File: src/rtl/cpu_pkg.sv
// Shared CPU-wide constants and the writeback broadcast bus type.
package cpu_pkg;

  // Virtual register id width.
  localparam int unsigned VREG_W = 5;
  // Result data width.
  localparam int unsigned DATA_W = 32;

  // One writeback broadcast: valid, destination tag and result value.
  typedef struct packed {
    logic              en;
    logic [VREG_W-1:0] vregid;
    logic [DATA_W-1:0] val;
  } wb_bus_t;

endpackage

File: src/rtl/rr_priority_picker.sv
// Round-robin priority picker: grants the first requesting slot at or after ptr,
// wrapping modulo N. Purely combinational so issue-select logic can reuse it.
module rr_priority_picker #(
  parameter int unsigned N    = 4,
  parameter int unsigned PtrW = (N > 1) ? $clog2(N) : 1
) (
  input  logic [N-1:0]    req,
  input  logic [PtrW-1:0] ptr,
  output logic [N-1:0]    grant,
  output logic [PtrW-1:0] grant_idx,
  output logic            any
);

  // Walk the slots in rotated order starting at ptr; the first hit wins.
  always_comb begin
    logic [PtrW:0]   sum;
    logic [PtrW-1:0] idx;
    grant     = '0;
    grant_idx = '0;
    any       = 1'b0;
    sum       = '0;
    idx       = '0;
    for (int unsigned k = 0; k < N; k++) begin
      // Explicit wrap keeps non-power-of-two N correct.
      sum = {1'b0, ptr} + (PtrW+1)'(k);
      if (sum >= (PtrW+1)'(N)) begin
        sum = sum - (PtrW+1)'(N);
      end
      idx = sum[PtrW-1:0];
      if (!any && req[idx]) begin
        grant[idx] = 1'b1;
        grant_idx  = idx;
        any        = 1'b1;
      end
    end
  end

endmodule

File: src/rtl/writeback_bus_arbiter.sv
// Writeback bus arbiter: shares one registered writeback broadcast slot between
// NUM_REQ result producers. Each producer owns a single-entry holding register;
// a round-robin picker drains one entry per advancing cycle onto wb_*.
module writeback_bus_arbiter #(
  parameter int unsigned NUM_REQ = 4,
  parameter int unsigned VREG_W  = cpu_pkg::VREG_W,
  parameter int unsigned DATA_W  = cpu_pkg::DATA_W
) (
  input  logic                        clk,
  input  logic                        rst,
  input  logic                        hci_rdy,
  input  logic                        flush,
  input  logic [NUM_REQ-1:0]          req_valid,
  input  logic [NUM_REQ*VREG_W-1:0]   req_vregid,
  input  logic [NUM_REQ*DATA_W-1:0]   req_val,
  output logic [NUM_REQ-1:0]          req_ready,
  output logic                        wb_en,
  output logic [VREG_W-1:0]           wb_vregid,
  output logic [DATA_W-1:0]           wb_val,
  output logic                        busy
);

  localparam int unsigned     PtrW    = (NUM_REQ > 1) ? $clog2(NUM_REQ) : 1;
  localparam logic [PtrW-1:0] LastIdx = PtrW'(NUM_REQ - 1);

  // Holding registers, one per requester.
  logic [NUM_REQ-1:0] hold_valid_q;
  logic [VREG_W-1:0]  hold_vregid_q [NUM_REQ];
  logic [DATA_W-1:0]  hold_val_q    [NUM_REQ];

  // Round-robin start point for the next pick.
  logic [PtrW-1:0] rr_ptr_q;

  // Registered broadcast.
  logic              wb_en_q;
  logic [VREG_W-1:0] wb_vregid_q;
  logic [DATA_W-1:0] wb_val_q;

  // Picker results.
  logic [NUM_REQ-1:0] grant;
  logic [PtrW-1:0]    grant_idx;
  logic               has_grant;

  logic               advance;
  logic [NUM_REQ-1:0] accept;

  rr_priority_picker #(
    .N    (NUM_REQ),
    .PtrW (PtrW)
  ) u_picker (
    .req       (hold_valid_q),
    .ptr       (rr_ptr_q),
    .grant     (grant),
    .grant_idx (grant_idx),
    .any       (has_grant)
  );

  // A normal edge happens only when nothing of higher priority intervenes.
  assign advance = !rst && !flush && hci_rdy;

  // A slot accepts when empty, or when it is draining this very edge.
  assign req_ready = advance ? (~hold_valid_q | grant) : '0;
  assign accept    = req_valid & req_ready;
  assign busy      = |hold_valid_q;

  // Control state: slot occupancy, round-robin pointer and broadcast valid.
  always_ff @(posedge clk) begin
    if (rst) begin
      hold_valid_q <= '0;
      rr_ptr_q     <= '0;
      wb_en_q      <= 1'b0;
    end else if (flush) begin
      hold_valid_q <= '0;
      rr_ptr_q     <= '0;
      wb_en_q      <= 1'b0;
    end else if (hci_rdy) begin
      wb_en_q <= has_grant;
      if (has_grant) begin
        rr_ptr_q <= (grant_idx == LastIdx) ? '0 : grant_idx + 1'b1;
      end
      // A refill of a draining slot wins over the clear.
      hold_valid_q <= (hold_valid_q & ~grant) | accept;
    end
  end

  // Holding payload: captured on accept, otherwise kept; occupancy is tracked separately.
  always_ff @(posedge clk) begin
    for (int i = 0; i < NUM_REQ; i++) begin
      if (accept[i]) begin
        hold_vregid_q[i] <= req_vregid[i*VREG_W +: VREG_W];
        hold_val_q[i]    <= req_val[i*DATA_W +: DATA_W];
      end
    end
  end

  // Broadcast payload: loaded from the granted slot; kept across idle, stall and flush.
  always_ff @(posedge clk) begin
    if (rst) begin
      wb_vregid_q <= '0;
      wb_val_q    <= '0;
    end else if (advance && has_grant) begin
      wb_vregid_q <= hold_vregid_q[grant_idx];
      wb_val_q    <= hold_val_q[grant_idx];
    end
  end

  assign wb_en     = wb_en_q;
  assign wb_vregid = wb_vregid_q;
  assign wb_val    = wb_val_q;

endmodule
File: config.mk
export PLATFORM = sky130hd
export DESIGN_NAME = writeback_bus_arbiter
export DESIGN_NICKNAME = d
export VERILOG_FILES = /design/src/rtl/cpu_pkg.sv /design/src/rtl/rr_priority_picker.sv /design/src/rtl/writeback_bus_arbiter.sv
export SDC_FILE = /design/constraint.sdc
export NUM_CORES = 1
export LEC_CHECK = 0
export ABC_AREA = 1
export CAP_MARGIN = 25
export CORE_MARGIN = 2
export CORE_UTILIZATION = 45
export DETAILED_ROUTE_END_ITERATION = 7
export GPL_ROUTABILITY_DRIVEN = 0
export HOLD_SLACK_MARGIN = 0.08
export PLACE_DENSITY = 0.74
export SLEW_MARGIN = 25
export SYNTH_ARGS = -nofsm -noshare
export SYNTH_HDL_FRONTEND = slang
export SYNTH_SLANG_ARGS = --single-unit
File: constraint.sdc
create_clock -name clk -period 5.45 [get_ports clk]
set_input_delay 1.09 -clock clk [delete_from_list [all_inputs] [get_ports clk]]
set_output_delay 1.09 -clock clk [all_outputs]
set_load 0.1 [all_outputs]
==> impl_metrics.tcl, run 1 <==
set metrics [dict create \
    cp_top_family "simple AND/OR/NAND/NOR gates" \
    die-area_um2 19500 \
    syn-num-nets 975 \
    dp_hpwl_mm 12.7 \
    drtIter0Drc 375 \
    fp.dieW_um 140 \
    gr-usage-met2_pct 38.3 \
    track_usage_pct 21.9 \
    final_cells 1234 \
    grt_pass1_wl_mm 32.9 \
    cts_tree "done" \
    placed_cell_area_um2 10300 \
    layout_min_cycle_time_ns 4.05 \
    coreArea_um2 18000 \
    io_pins 199 \
    min_period_over_period_pct 74.2 \
    syn_area_per_cell_um2 10.2 \
    final_common_cell "nand2_1" \
    grt_pass1_vias 6204 \
    n_antenna_cell 0 \
    critical_path.endpoint_type "output port" \
    clkTransAtPathRegs_ns 0.07 \
    yosysUniqueCellTypes 28 \
    synthCells 813 \
    grt_max_degree 77 \
    r2r_slack_ns 1.89 \
    num_rows 49 \
    hold_viol 0 \
    tns_ns 0 \
    cp-start-kind "register" \
    clock_latency_ns 0.43 \
    final_area_um2 11000 \
    crit_fanout 12 \
    area_growth_pct 32.5 \
    io_buffers 198 \
    layout-drive-gt1-share_pct 7.76 \
    grt_util_met1_pct 27.3 \
    antenna_found_initial 0 \
    numCtsBuffers 17 \
    hold_class "register to register" \
    status "completed" \
    dp.cells 1202 \
    grt_busiest_layer "met2" \
    crit_buf_inv 3 \
    ant_nets 0 \
    cts_root_buffer "clkbuf_16" \
    routed_wl_mm 21.3 \
    ir_drop_mv 0.311 \
    report.final.slew_viol_count 0 \
    cp_cell_sequence "inv_4 > ha_1 > inv_1 > nand3_1 > nand2_2 > nor3_1 > nand2_1 > nand3_1 > nand2_1 > nor2_1 > buf_4" \
    mostFrequentLayoutCells "nand2_1, clkdlybuf4s50_1, edfxtp_1" \
    ys_seq_area_share_pct 64.3 \
    use_met3_pct 4.82 \
    postCtsSetupBuffers 0 \
    cts_resized 0 \
    setup_ws_ns 1.40 \
    vias_per_cell 5.06 \
    crit_arrival_ns 2.96 \
    cpPeakStageDelay_ns 0.60 \
    p_leak_nw 4.49 \
    rsz0062_at_grt "false" \
    clock_sinks 192 \
    fin_worst_skew_ns 0.00851 \
    slew_headroom_pct 31.0 \
    grt_remaining_overflow 0 \
    yosys_warnings 0 \
    clockBufferDepth 2 \
    vias 6247 \
    crit_slowest_cell "dfxtp_1" \
    syn_area_um2 8280 \
    fmaxAchievable_mhz 247 \
    nFillCells 1486 \
    holdBufCountCts 0 \
    worst_slew_pin_slew_ns 1.03 \
    synth-seq-cells 192 \
    utilization_pct 60.9 \
    nets 1154 \
    finalSetupViolations 0 \
    powerDensity_nw_per_um2 334 \
    dpl_worst_slack_ns 1.89 \
    first_pass_iters 4 \
    wl_per_cell_um 17.3 \
    worstSetupPathType "register to output port" \
    drcViolationCount 0 \
    max_cap_viol_count 0 \
    htreeDepth 4 \
    die_y_um 140 \
    initial_core_util_pct 46.0 \
    cp_data_required_time_ns 4.36 \
]
kinds of logic after synthesis:
logic type | count (synthesis) | synth area share [%]
adders and majority gates | 6 | 0.906
and+or+nand+nor | 493 | 27.4
DFF | 192 | 64.3
buffers and inverters | 103 | 6.15
AOI/OAI and AO/OA | 19 | 1.27
cell type report:
type                            count  area (um^2)  share of cell area (%)
Sequential cell                   192         5330                    48.5
Multi-Input combinational cell    518         2500                    22.8
Timing Repair Buffer              204         2010                    18.3
Clock buffer                       18          429                    3.91
Tap cell                          229          287                    2.61
Inverter                           59          226                    2.06
Clock inverter                     14          200                    1.82
synth_stat cells:
cell        n  area (um^2)
buf_1       1         3.75
nand3_1   117          586
nand2_2     9         56.3
clkbuf_1   10         37.5
buf_8       1         15.0
a21oi_1    11         55.1
nand2_4     1         11.3
nand3_2    12          120
a21boi_1    1         7.51
inv_1      53          199
ha_1        6         75.1
nor2_4      1         11.3
a21oi_2     1         8.76
o21ai_2     1         8.76
nor2_1      7         26.3
buf_2      19         95.1
nor3_1      1         5.00
buf_6       9          101
buf_4       4         30.0
nand4_1     2         12.5
inv_4       2         12.5
o21ai_0     5         25.0
nor3b_1     4         30.0
inv_2       4         15.0
dfxtp_1    44          881
nand2_1   302         1130
edfxtp_1  148         4440
nand3b_1   37          278
sequential cells by signal, summed over array words and instances, names as in the netlist:
register / flops
hold_valid_q: 4
wb_en: 1
rr_ptr_q: 2
hold_vregid_q: 20
wb_val: 32
wb_vregid: 5
hold_val_q: 128
tightest hold or removal path: stages (launching register included):
cell	delay (ns)
dfxtp_1	0.31
nand3_1	0.07
nand2_1	0.05
where the power goes:
group          switching [W]  total, W  internal [W]
clock network       0.000578   0.00132      0.000742
registers          0.0000169   0.00163       0.00162
logic               0.000470  0.000718      0.000248
total                0.00107   0.00367       0.00260
final timing paths:
check	from	end	depth (start not counted)
hold reg to reg	wb_vregid[1]	wb_vregid[1]	2
setup reg to reg	rr_ptr_q[0]	wb_val[28]	13
hold / removal	wb_vregid[1]	wb_vregid[1]	2
setup / recovery	rr_ptr_q[0]	req_ready[2]	11
routing by layer:
layer / up-vias / routed length [um]
met3: 21 / 1240
met4: 0 / 349
met1: 2935 / 8660
met5: - / 0
li1: 3070 / -
met2: 221 / 11100
through the flow:
step	hold slack (ns)	total power [W]
global placement	0.458	0.00237
CTS	0.474	0.00370
floorplan	0.544	0.00216
global route	0.489	0.00382
detailed placement	0.462	0.00238
finish	0.470	0.00367
(Power assumes the default switching activity.)
==> inputs of run 2 (changes only) <==
==> constraint.sdc (replaced) <==
create_clock -name clk -period 3.8 [get_ports clk]
set_input_delay 0.76 -clock clk [delete_from_list [all_inputs] [get_ports clk]]
set_output_delay 0.76 -clock clk [all_outputs]
set_load 0.1 [all_outputs]
==> run 2 against run 1 <==
Compared with the run above:
- worst setup slack got worse by 1.1 ns
- first-iteration DRC count rose by 14%
- core utilization did not move
- clock power rose by 33%
- total power rose by 40%
- largest power group unchanged
- highest routed layer unchanged
==> impl_metrics.tcl, run 2 (synthesized netlist as in run 1, its figures left out) <==
set metrics [dict create \
    largest_register "hold_val_q" \
    rsz0062_at_grt "false" \
    cp_top_family "simple AND/OR/NAND/NOR gates" \
    wl_per_cell_um 16.8 \
    clkTransAtPathRegs_ns 0.07 \
    postCtsSetupBuffers 0 \
    antenna_found_initial 0 \
    reg2reg_to "wb_val[7]" \
    cp_cell_sequence "inv_2 > ha_1 > inv_1 > nand3_1 > nand2_2 > nor3_1 > nand2_1 > nand3_1 > nand2_1 > nor2_1 > buf_4" \
    drtIter0Drc 428 \
    clockBufferDepth 2 \
    crit_arrival_ns 2.70 \
    num_rows 49 \
    ant_nets 0 \
    dp_hpwl_mm 13.3 \
    grt_pass1_vias 6120 \
    nets 1157 \
    coreArea_um2 18000 \
    hold_viol 0 \
    grt_pass1_wl_mm 31.9 \
    largest_register_ffs 128 \
    layout_min_cycle_time_ns 3.46 \
    min_period_over_period_pct 90.9 \
    crit_fanout 8 \
    powerDensity_nw_per_um2 468 \
    cp-start-kind "register" \
    first_pass_iters 5 \
    critical_path.endpoint_type "output port" \
    r2r-start "rr_ptr_q[1]" \
    layout-drive-gt1-share_pct 8.33 \
    htreeDepth 4 \
    vias_per_cell 5.13 \
    mostFrequentLayoutCells "nand2_1, clkdlybuf4s50_1, edfxtp_1" \
    p_leak_nw 4.51 \
    hold_class "register to register" \
    fin_worst_skew_ns 0.00958 \
    io_pins 199 \
    grt_remaining_overflow 0 \
    hold_slack_ns 0.473 \
    numCtsBuffers 17 \
    fmaxAchievable_mhz 289 \
    fp.dieW_um 140 \
    critPathLaunch "rr_ptr_q[1]" \
    cpPeakStageDelay_ns 0.49 \
    slew_headroom_pct 30.5 \
    finalSetupViolations 0 \
    die_y_um 140 \
    status "completed" \
    clock_latency_ns 0.43 \
    final_common_cell "nand2_1" \
    crit_end "req_ready[0]" \
    power_w 0.00513 \
    vias 6350 \
    reg2reg_depth 15 \
    worst_slew_pin_slew_ns 1.04 \
    die-area_um2 19500 \
    cp_data_required_time_ns 3.04 \
    max_cap_viol_count 0 \
    cts_root_buffer "clkbuf_16" \
    crit_buf_inv 3 \
    utilization_pct 60.9 \
    cp.depth 11 \
    track_usage_pct 21.3 \
    routed_wl_mm 20.8 \
    io_buffers 198 \
    report.final.slew_viol_count 0 \
    clock_sinks 192 \
    drcViolationCount 0 \
    area_growth_pct 32.5 \
    initial_core_util_pct 46.0 \
    r2r_slack_ns 0.84 \
    worstSetupPathType "register to output port" \
    cts_tree "done" \
    n_antenna_cell 0 \
    ir_drop_mv 0.308 \
    crit_slowest_cell "dfxtp_1" \
    grt_max_degree 43 \
]
[run 2: cell count changes in the layout (fill, tap and decap cells not counted), sizes merged]
cell           before  now
clkinv              3    8
buf                10   15
clkbuf             19   18
bufinv              3    0
inv                64   65
clkdlybuf4s50     193  192
clkinvlp            3    0
[run 2: worst register-to-register path: cells and delay by family, from the launching register on]
| kind | cells | cell delay, ns |
|---|---|---|
| adders and majority gates | 1 | 0.35 |
| DFF | 1 | 0.49 |
| and+or+nand+nor | 10 | 1.39 |
| buffers and inverters | 3 | 0.51 |
| AOI/OAI and AO/OA | 1 | 0.17 |
[run 2: report_power, final]
group	leakage (nW)	switching [W]	internal, W
logic	2.52	0.000675	0.000365
registers	1.70	0.0000254	0.00232
clock network	0.288	0.000859	0.000893
total	4.51	0.00156	0.00357
[run 2: cell type report]
cell class	instances	area (um^2)
fill	1486	7050
sequential	192	5330
multi-input combinational	518	2490
timing repair buffer	207	2060
clock buffer	18	439
tap	229	287
inverter	59	226
clock inverter	14	146
[run 2: through the flow]
step	area [um^2]	instances	setup WS [ns]	setup TNS (ns)
after detailed placement	10400	1205	0.640	0
after global placement	10400	1205	0.700	0
after global routing	11000	1237	0.117	0
final	11000	1237	0.344	0
after CTS	11000	1237	0.177	0
after floorplan	8280	813	-1.19	-176.77
[run 2: worst min-delay path by stage]
stage | slack [ns] | endpoint | startpoint | depth (start not counted)
floorplan | 0.54 | rr_ptr_q[1] | rr_ptr_q[1] | 2
global placement | 0.46 | wb_val[21] | wb_val[21] | 2
detailed placement | 0.46 | wb_en | wb_en | 2
CTS | 0.48 | wb_val[18] | wb_val[18] | 2
global route | 0.49 | wb_val[16] | wb_val[16] | 2
finish | 0.47 | wb_val[16] | wb_val[16] | 2
[run 2: layer usage]
metal  share of wire [%]  global-route usage, %  vias up
met1                  41                   27.4     2978
met2                  50                   36.6      280
li1                    -                      -     3066
met4                 1.5                   5.32        0
met3                 7.4                   4.78       26
met5                   0                      0        -
[run 2: what timing repair did]
| item | CTS | global route |
|---|---|---|
| hold buffers | 0 | 0 |
| gates resized for setup | 0 | 1 |
| endpoints found under the setup margin | 0 | 4 |
==> inputs of run 3 (changes only) <==
==> constraint.sdc (replaced) <==
create_clock -name clk -period 3.8 [get_ports clk]
set_input_delay 0.76 -clock clk [delete_from_list [all_inputs] [get_ports clk]]
set_output_delay 0.76 -clock clk [all_outputs]
set_load 0.05 [all_outputs]
==> run 3 against run 2 <==
Compared with the run above:
- sequential power is essentially flat
- largest power group unchanged
- largest cell class unchanged
- non-clock buffer count grew 2
- clock skew grew 0.0091 ns
- clock power is essentially flat
- combinational power shrank 8%
- count of clock-buffer cells in the layout is the same
==> impl_metrics.tcl, run 3 (synthesized netlist as in run 1, its figures left out) <==
set metrics [dict create \
    r2r-start "rr_ptr_q[1]" \
    vias 6436 \
    postCtsSetupBuffers 0 \
    status "completed" \
    finalSetupViolations 0 \
    report.final.slew_viol_count 0 \
    reg2reg_depth 14 \
    die_y_um 140 \
    drtIter0Drc 359 \
    num_rows 49 \
    coreArea_um2 18000 \
    slew_headroom_pct 43.2 \
    fp.dieW_um 140 \
    cp-start-kind "register" \
    antenna_found_initial 0 \
    largest_register_ffs 128 \
    cts_tree "done" \
    drcViolationCount 0 \
    numCtsBuffers 17 \
    setup_ws_ns 0.290 \
    fmaxAchievable_mhz 285 \
    n_antenna_cell 0 \
    clockBufferDepth 2 \
    critical_path.endpoint_type "output port" \
    vias_per_cell 5.19 \
    first_pass_iters 5 \
    powerDensity_nw_per_um2 459 \
    crit_arrival_ns 2.75 \
    layout-drive-gt1-share_pct 8.12 \
    die-area_um2 19500 \
    final_cells 1239 \
    nFillCells 1492 \
    htreeDepth 4 \
    crit_fanout 8 \
    cts_root_buffer "clkbuf_16" \
    cp_data_required_time_ns 3.04 \
    grt_max_degree 48 \
    initial_core_util_pct 46.0 \
    worst_slew_pin_slew_ns 0.851 \
    grt_pass1_wl_mm 32.8 \
    dp.cells 1207 \
    max_cap_viol_count 0 \
    worstSetupPathType "register to output port" \
    clock_sinks 192 \
    layout_min_cycle_time_ns 3.51 \
    mostFrequentLayoutCells "nand2_1, clkdlybuf4s50_1, edfxtp_1" \
    routed_wl_mm 21.5 \
    wl_per_cell_um 17.3 \
    rsz0062_at_grt "false" \
    clkTransAtPathRegs_ns 0.07 \
    area_growth_pct 32.4 \
    dp_hpwl_mm 13.5 \
    ir_drop_mv 0.319 \
    grt_remaining_overflow 0 \
    io_buffers 198 \
    min_period_over_period_pct 92.4 \
    p_leak_nw 4.50 \
    dpl_worst_slack_ns 0.272 \
    track_usage_pct 21.8 \
    r2r_slack_ns 0.79 \
    reg2reg_to "wb_val[25]" \
    ant_nets 0 \
    final_common_cell "nand2_1" \
    crit_end "req_ready[3]" \
    clock_latency_ns 0.44 \
    largest_register "hold_val_q" \
    fin_worst_skew_ns 0.0187 \
    io_pins 199 \
    grt_pass1_vias 6185 \
    nets 1159 \
    critPathLaunch "rr_ptr_q[1]" \
    hold_viol 0 \
    hold_class "register to register" \
]
[run 3: cell count changes in the layout (fill, tap and decap cells not counted), sizes merged]
cell           before  now
clkinv              8    6
clkbuf             18   22
clkdlybuf4s50     192  194
buf                15   11
clkinvlp            0    2
[run 3: how the worst min path moves through the flow]
stage	from	endpoint	slack [ns]	cells past startpoint
floorplan	rr_ptr_q[1]	rr_ptr_q[1]	0.54	2
global placement	wb_val[20]	wb_val[20]	0.46	2
detailed placement	wb_vregid[1]	wb_vregid[1]	0.46	2
CTS	wb_vregid[1]	wb_vregid[1]	0.47	2
global route	wb_vregid[1]	wb_vregid[1]	0.50	2
finish	wb_vregid[1]	wb_vregid[1]	0.47	2
[run 3: final cells by class]
class,count,area [um^2],area share (%)
Clock buffer,18,429,3.91
Multi-Input combinational cell,518,2490,22.7
Sequential cell,192,5330,48.6
Tap cell,229,287,2.61
Clock inverter,14,151,1.38
Inverter,59,226,2.06
Timing Repair Buffer,209,2060,18.8
[run 3: per-layer routing]
metal / share of wire, % / vias to the layer above / GRT usage, %
met3: 6.2 / 35 / 4.03
met2: 52 / 266 / 38.1
met1: 40 / 3055 / 27.3
met4: 2.2 / 0 / 7.68
li1: - / 3080 / -
met5: 0 / - / 0
[run 3: worst max-delay path, stage by stage, from the launching register on]
cell and delay [ns]:
dfxtp_1 0.50, inv_2 0.13, ha_1 0.35, inv_1 0.09
nand3_1 0.10, nand2_2 0.10, nor3_1 0.35, nand2_1 0.11
nand3_1 0.11, nand2_1 0.10, nor2_1 0.11, clkbuf_2 0.29
[run 3: through the flow]
| step | setup TNS, ns | utilization (%) | instance area [um^2] | hold slack [ns] | power [W] |
|---|---|---|---|---|---|
| 2_1_floorplan | -176.77 | - | 8280 | 0.544 | 0.00301 |
| 3_3_place_gp | 0 | 57.7 | 10400 | 0.457 | 0.00333 |
| 3_5_place_dp | 0 | 57.7 | 10400 | 0.462 | 0.00334 |
| 4_1_cts | 0 | 60.9 | 11000 | 0.474 | 0.00508 |
| 5_1_grt | 0 | 60.8 | 11000 | 0.495 | 0.00525 |
| 6_report | 0 | 60.8 | 11000 | 0.470 | 0.00503 |
[run 3: report_power, final]
group,internal (W),leakage [nW],switching (W)
clock,0.000879,0.279,0.000862
sequential,0.00232,1.70,0.0000242
combinational,0.000365,2.52,0.000588
total,0.00356,4.50,0.00147
[run 3: what timing repair did]
action                                  4_1_cts  5_1_grt
endpoints found under the setup margin        4        4
hold buffers                                  0        0
resized for setup                             4        8
endpoints found under the hold margin         0        0
